**src/rtl/multicycle_control.sv**
```systemverilog
// Multi-cycle sequencer for the RV64 integer core.
// Steps the shared datapath through FETCH/DECODE/EXECUTE/MEM/WRITEBACK,
// raises per-state control strobes, times out stalled memory requests,
// traps on illegal opcodes and keeps cycle / retired-instruction counters.
module multicycle_control #(
  parameter int TIMEOUT = 16,
  parameter int CNT_W   = 32
) (
  input  logic             clk,
  input  logic             reset,          // asynchronous, active-low
  input  logic [31:0]      instruction,
  input  logic             branch_taken,
  input  logic             mem_ready,
  output logic             mem_req,
  output logic             mem_we,
  output logic             addr_sel,
  output logic             ir_write,
  output logic             reg_write,
  output logic             mem_to_reg,
  output logic             alu_src,
  output logic [1:0]       alu_op,
  output logic             pc_write,
  output logic             pc_src,
  output logic             trap,
  output logic [1:0]       trap_cause,
  output logic [2:0]       state,
  output logic [CNT_W-1:0] cycle_count,
  output logic [CNT_W-1:0] instret_count
);

  typedef enum logic [2:0] {
    S_FETCH     = 3'd0,
    S_DECODE    = 3'd1,
    S_EXECUTE   = 3'd2,
    S_MEM       = 3'd3,
    S_WRITEBACK = 3'd4,
    S_TRAP      = 3'd7
  } state_t;

  typedef enum logic [2:0] {
    CLS_RTYPE,
    CLS_ITYPE,
    CLS_LOAD,
    CLS_STORE,
    CLS_BRANCH,
    CLS_ILLEGAL
  } op_class_t;

  localparam logic [6:0] OPC_RTYPE  = 7'b0110011;
  localparam logic [6:0] OPC_ITYPE  = 7'b0010011;
  localparam logic [6:0] OPC_LOAD   = 7'b0000011;
  localparam logic [6:0] OPC_STORE  = 7'b0100011;
  localparam logic [6:0] OPC_BRANCH = 7'b1100011;

  localparam logic [1:0] ALU_ADD   = 2'b00;
  localparam logic [1:0] ALU_SUB   = 2'b01;
  localparam logic [1:0] ALU_FUNCT = 2'b10;

  localparam logic [1:0] CAUSE_ILLEGAL = 2'b01;
  localparam logic [1:0] CAUSE_TIMEOUT = 2'b10;

  // Wide enough to hold TIMEOUT itself; the request gives up on the cycle
  // the count would reach TIMEOUT.
  localparam int                WAIT_W    = $clog2(TIMEOUT + 1);
  localparam logic [WAIT_W-1:0] WAIT_LAST = WAIT_W'(TIMEOUT - 1);

  state_t            r_state;
  state_t            w_next_state;
  op_class_t         r_class;
  op_class_t         w_dec_class;
  logic [WAIT_W-1:0] r_wait;
  logic              r_trap;
  logic [1:0]        r_trap_cause;
  logic [CNT_W-1:0]  r_cycle_count;
  logic [CNT_W-1:0]  r_instret_count;
  logic              w_waiting;
  logic              w_wait_expire;
  logic              w_unused;

  // Only the opcode field steers the sequencer; funct fields go to the ALU.
  assign w_unused = ^instruction[31:7];

  // Classify the opcode currently in the IR.
  always_comb begin
    // NOTE: every always_comb output gets a default first, so no path can
    // leave it unassigned and infer a latch.
    w_dec_class = CLS_ILLEGAL;
    case (instruction[6:0])
      OPC_RTYPE:  w_dec_class = CLS_RTYPE;
      OPC_ITYPE:  w_dec_class = CLS_ITYPE;
      OPC_LOAD:   w_dec_class = CLS_LOAD;
      OPC_STORE:  w_dec_class = CLS_STORE;
      OPC_BRANCH: w_dec_class = CLS_BRANCH;
      default:    w_dec_class = CLS_ILLEGAL;
    endcase
  end

  // Control strobes from the current state and the latched instruction class;
  // held low while reset is asserted so an in-flight access is dropped at once.
  always_comb begin
    mem_req    = 1'b0;
    mem_we     = 1'b0;
    addr_sel   = 1'b0;
    ir_write   = 1'b0;
    reg_write  = 1'b0;
    mem_to_reg = 1'b0;
    alu_src    = 1'b0;
    alu_op     = ALU_ADD;
    pc_write   = 1'b0;
    pc_src     = 1'b0;
    if (reset) begin
      case (r_state)
        S_FETCH: begin
          mem_req  = 1'b1;
          ir_write = mem_ready;
        end
        S_EXECUTE: begin
          case (r_class)
            CLS_RTYPE: alu_op = ALU_FUNCT;
            CLS_ITYPE: begin
              alu_src = 1'b1;
              alu_op  = ALU_FUNCT;
            end
            CLS_LOAD, CLS_STORE: alu_src = 1'b1;
            CLS_BRANCH: begin
              alu_op   = ALU_SUB;
              pc_write = 1'b1;
              pc_src   = branch_taken;
            end
            default: ;
          endcase
        end
        S_MEM: begin
          mem_req  = 1'b1;
          addr_sel = 1'b1;
          alu_src  = 1'b1;
          mem_we   = (r_class == CLS_STORE);
          pc_write = (r_class == CLS_STORE) && mem_ready;
        end
        S_WRITEBACK: begin
          reg_write  = 1'b1;
          mem_to_reg = (r_class == CLS_LOAD);
          pc_write   = 1'b1;
        end
        default: ;
      endcase
    end
  end

  assign w_waiting     = mem_req && !mem_ready;
  assign w_wait_expire = w_waiting && (r_wait == WAIT_LAST);

  // Next-state selection.
  always_comb begin
    w_next_state = r_state;
    case (r_state)
      S_FETCH: begin
        if (mem_ready)          w_next_state = S_DECODE;
        else if (w_wait_expire) w_next_state = S_TRAP;
        else                    w_next_state = S_FETCH;
      end
      S_DECODE:
        w_next_state = (w_dec_class == CLS_ILLEGAL) ? S_TRAP : S_EXECUTE;
      S_EXECUTE: begin
        case (r_class)
          CLS_RTYPE, CLS_ITYPE: w_next_state = S_WRITEBACK;
          CLS_LOAD, CLS_STORE:  w_next_state = S_MEM;
          default:              w_next_state = S_FETCH;
        endcase
      end
      S_MEM: begin
        if (mem_ready)
          w_next_state = (r_class == CLS_LOAD) ? S_WRITEBACK : S_FETCH;
        else if (w_wait_expire)
          w_next_state = S_TRAP;
        else
          w_next_state = S_MEM;
      end
      S_WRITEBACK: w_next_state = S_FETCH;
      S_TRAP:      w_next_state = S_TRAP;
      default:     w_next_state = S_FETCH;
    endcase
  end

  // Sequencer state, instruction class, wait counter, trap flag and counters.
  always_ff @(posedge clk or negedge reset) begin
    if (!reset) begin
      r_state         <= S_FETCH;
      r_class         <= CLS_ILLEGAL;
      r_wait          <= '0;
      r_trap          <= 1'b0;
      r_trap_cause    <= 2'b00;
      r_cycle_count   <= '0;
      r_instret_count <= '0;
    end else begin
      // NOTE: sequential state uses non-blocking assignments so every
      // register samples pre-edge values regardless of statement order.
      r_state <= w_next_state;

      if (r_state == S_DECODE)
        r_class <= w_dec_class;

      // Counts consecutive stalled cycles; any non-waiting cycle clears it,
      // which covers both entry to FETCH/MEM and a completed request.
      if (w_waiting) r_wait <= r_wait + 1'b1;
      else           r_wait <= '0;

      if (r_state != S_TRAP && w_next_state == S_TRAP) begin
        r_trap       <= 1'b1;
        r_trap_cause <= (r_state == S_DECODE) ? CAUSE_ILLEGAL : CAUSE_TIMEOUT;
      end

      if (r_state != S_TRAP)
        r_cycle_count <= r_cycle_count + 1'b1;

      if (pc_write)
        r_instret_count <= r_instret_count + 1'b1;
    end
  end

  assign state         = r_state;
  assign trap          = r_trap;
  assign trap_cause    = r_trap_cause;
  assign cycle_count   = r_cycle_count;
  assign instret_count = r_instret_count;

endmodule

```
**config.mk**
```make
export PLATFORM = sky130hd
export DESIGN_NAME = multicycle_control
export DESIGN_NICKNAME = d
export VERILOG_FILES = /design/src/rtl/multicycle_control.sv
export SDC_FILE = /design/constraint.sdc
export NUM_CORES = 1
export LEC_CHECK = 0
export ABC_AREA = 1
export ABC_CLOCK_PERIOD_IN_PS = 2000
export BUFFER_PORTS_ARGS = -buffer_cell sky130_fd_sc_hd__buf_4
export CAP_MARGIN = 10
export CORE_MARGIN = 1.5
export CORE_UTILIZATION = 50
export DETAILED_ROUTE_END_ITERATION = 10
export GPL_TIMING_DRIVEN = 0
export PLACE_DENSITY = 0.76
export RECOVER_POWER = 50
export SETUP_SLACK_MARGIN = 0.2
export SLEW_MARGIN = 40
export SYNTH_ARGS = -nofsm -noshare
export SYNTH_HDL_FRONTEND = slang
export SYNTH_SLANG_ARGS = --single-unit
export TNS_END_PERCENT = 100
```
**constraint.sdc**
```tcl
create_clock -name clk -period 2 [get_ports clk]
set_input_delay 0.1 -clock clk [delete_from_list [all_inputs] [get_ports clk]]
set_output_delay 0.1 -clock clk [all_outputs]
set_load 0.03 [all_outputs]
```
==> run summary <==
status: finished with violations
failing checks: negative hold slack
Clk pwr share: 43.7%
start of the worst register-to-register path: cycle_count[0]
Routed WL: 11,600 um
switching part of the total: 23.8%
Longest Clk Path Bufs: 2
Worst EP arrival: 1.67 ns
Routability Congestion: 0.968
CP endpoint kind: primary output
total CTS buffers: 9
fmax: 566 MHz
1st-iter DRT viols: 180
Avg WL per Cell: 13.2 um
Slew @ Worst Pin: 0.639 ns
vias after detailed routing: 4,512
commonest non-fill, non-tap cell in the layout: nand2_1
Cells after Synth: 648
Final Max Tran Viols: 0
capturing point of the worst reg2reg path: cycle_count[18]
DIE HEIGHT: 99.7 um
class of the worst hold path: in -> async
startpoint types: register
Int Pwr: 2.38 mW
cell taking the most area after synthesis: dfrtp_1
Synth area leaders: dfrtp_1, nand2_1, nor2_1
Synth top area share: 40.7%
share of synthesized registers carrying an async set or reset: 100%
Detail Route Antenna Nets: 0
Hold WS: -0.215 ns
Max VDD drop: 298 uV
most frequent cells in the layout: nand2_1, nor2_1, dfrtp_1, buf_4, inv_1
Final HPWL DP: 8510 um
Logic pwr share: 4.7%
Core Util, Final: 64.0%
Synth Warn #: 0
slack of the worst reg-to-reg path: 0.28 ns
gr usage total: 23.8%
row cnt: 35
CP max stage delay: 0.44 ns
# setup viols final: 0
Area growth, synth to finish: 25.2%
Ant. Diodes: 0
vias per cell: 5.12
share of cells above drive strength 1: 18.7%
Skew-Pair Late Insertion Delay: 0.35 ns
Syn Area/Cell: 7.22 um2
vias in the first global route: 4,264
CTS tree: yes
CP required: 1.90 ns
drt drc: 0
CP Max Fanout: 7
setup TNS: 0 ns
H-Tree Depth: 3
fillers: 824
Core ar.: 9150 um2
largest net degree at the start of global routing: 83
Pwr Density: 533 nW/um2
total grt overflow: 0
Clock Sink Count: 78
RSZ-0062 raised after global routing: true
minimum clock period: 1.77 ns
post-synthesis cell type count: 33
mapped cell area: 4680 um2
P_sw: 744 uW
area of the die: 9950 um2
Die Width: 99.7 um
antenna violations before repair: 0
Synth Flop Type: dfrtp_1
Max Cap Viol: 0
number of I/O port buffers: 91
nets: 805
slowest stage cell, crit path: dfrtp_2
Final Hold Viols: 76
crit-path cells: buf_4, nor2_2, nand3_2, nand3_4, nand2_4, clkinv_4, buf_8, buf_6
num ports: 117
leakage power: 2.75 nW
TritonRoute pass-1 iters: 5
Setup Skew: 0.0156 ns
fin crit share: 88.4%
effective utilization at floorplan: 51.1%
Clk Tree Root Cell: clkbuf_8
Post-synth EDFFs: 0
clock slew seen by the registers of the worst setup and hold paths: 0.08 ns
crit path kind: reg -> out
post-synthesis register bit count: 78
Worst R2R Path Depth: 9
slew margin rel.: 57.4%
Post-Syn Nets: 688
part of the power in registers: 51.6%
register area share after synthesis: 41.8%
first-pass GRT wire length: 19,200 um
-- logic make-up (layout without fill, tap and decap cells) --
kind of cell | count (synthesis) | in the layout | synth area share [%]
adders and majority gates | 4 | 4 | 1.07
buffers and inverters | 75 | 197 | 6.45
and+or+nand+nor | 424 | 424 | 39.2
xor gates and xnor gates | 49 | 49 | 9.17
DFF | 78 | 78 | 41.8
AOI/OAI and AO/OA | 18 | 18 | 2.33
-- flip-flops by register name (all words and copies together), names as in the netlist --
| name | cells |
|---|---|
| cycle_count | 32 |
| state | 3 |
| r_class | 3 |
| r_wait | 5 |
| instret_count | 32 |
| trap | 1 |
| trap_cause | 2 |
-- worst max-delay path: cells and delay by family (launching register included) --
family	cells	cell delay (ns)
AND/OR/NAND/NOR	4	0.39
buffers and inverters	4	0.48
flip-flops	1	0.44
-- cell type report --
| cell class | instances | area (um2) | share of cell area (%) |
|---|---|---|---|
| Clock buffer | 10 | 138 | 2.35 |
| Sequential cell | 78 | 1960 | 33.5 |
| Multi-Input combinational cell | 495 | 2540 | 43.5 |
| Timing Repair Buffer | 106 | 659 | 11.3 |
| Tap cell | 111 | 139 | 2.37 |
| Inverter | 69 | 269 | 4.59 |
| Buffer | 6 | 50.0 | 0.855 |
| Clock inverter | 6 | 93.8 | 1.60 |
-- through the flow --
step	hold slack, ns	total power [mW]	worst slack, ns	instances	area [um2]
3_5_place_dp	0.199	1.79	0.0212	850	5520
3_3_place_gp	0.332	1.79	-0.204	850	5520
2_1_floorplan	-0.196	1.71	0.202	648	4690
6_report	-0.215	3.12	0.233	881	5860
5_1_grt	-0.172	3.22	0.146	881	5860
4_1_cts	-0.184	3.15	0.189	873	5840
-- worst max path at each step --
stage,start,endpoint,slack (ns)
2_1_floorplan,cycle_count[1],cycle_count[18],0.20
3_3_place_gp,reset,trap_cause[1],-0.20
3_5_place_dp,reset,trap_cause[1],0.02
4_1_cts,r_class[0],pc_write,0.19
5_1_grt,state[0],pc_write,0.15
6_report,state[2],pc_write,0.23
-- Yosys cell counts, types with 2 or more instances --
cell type / instances
a21boi_0: 3
a21oi_1: 2
buf_6: 2
clkbuf_1: 2
dfrtp_1: 76
dfstp_2: 2
ha_1: 4
inv_1: 64
inv_2: 5
nand2_1: 238
nand3_1: 28
nand3_2: 5
nand3b_1: 7
nand4_1: 10
nor2_1: 87
nor2_2: 9
nor3_1: 27
nor3_2: 6
nor3b_1: 3
o21ai_0: 6
o21ai_1: 3
xnor2_1: 16
xor2_1: 33
-- power by group through the flow --
stage,logic (mW),clock network [mW],registers [mW]
after floorplan,0.0378,0,1.67
after global placement,0.145,0,1.64
after detailed placement,0.149,0,1.64
after CTS,0.152,1.39,1.61
after global routing,0.162,1.44,1.61
final,0.145,1.37,1.61
-- repair_timing --
action	in CTS	in global routing
gates resized for setup	14	26
endpoints found under the hold margin	76	76
pin swaps	1	7
endpoints found under the setup margin	4	25
setup buffers	7	8
-- layer usage --
layer,routed length [um],part of all wire [%],global-route usage (%),vias up
met1,5570,48,33.3,2108
met5,0,0,0,-
met3,630,5.4,3.94,15
met2,5250,45,38.1,131
met4,144,1.2,6.93,0
li1,-,-,-,2258
No activity file was read; power rests on OpenSTA's default activity.
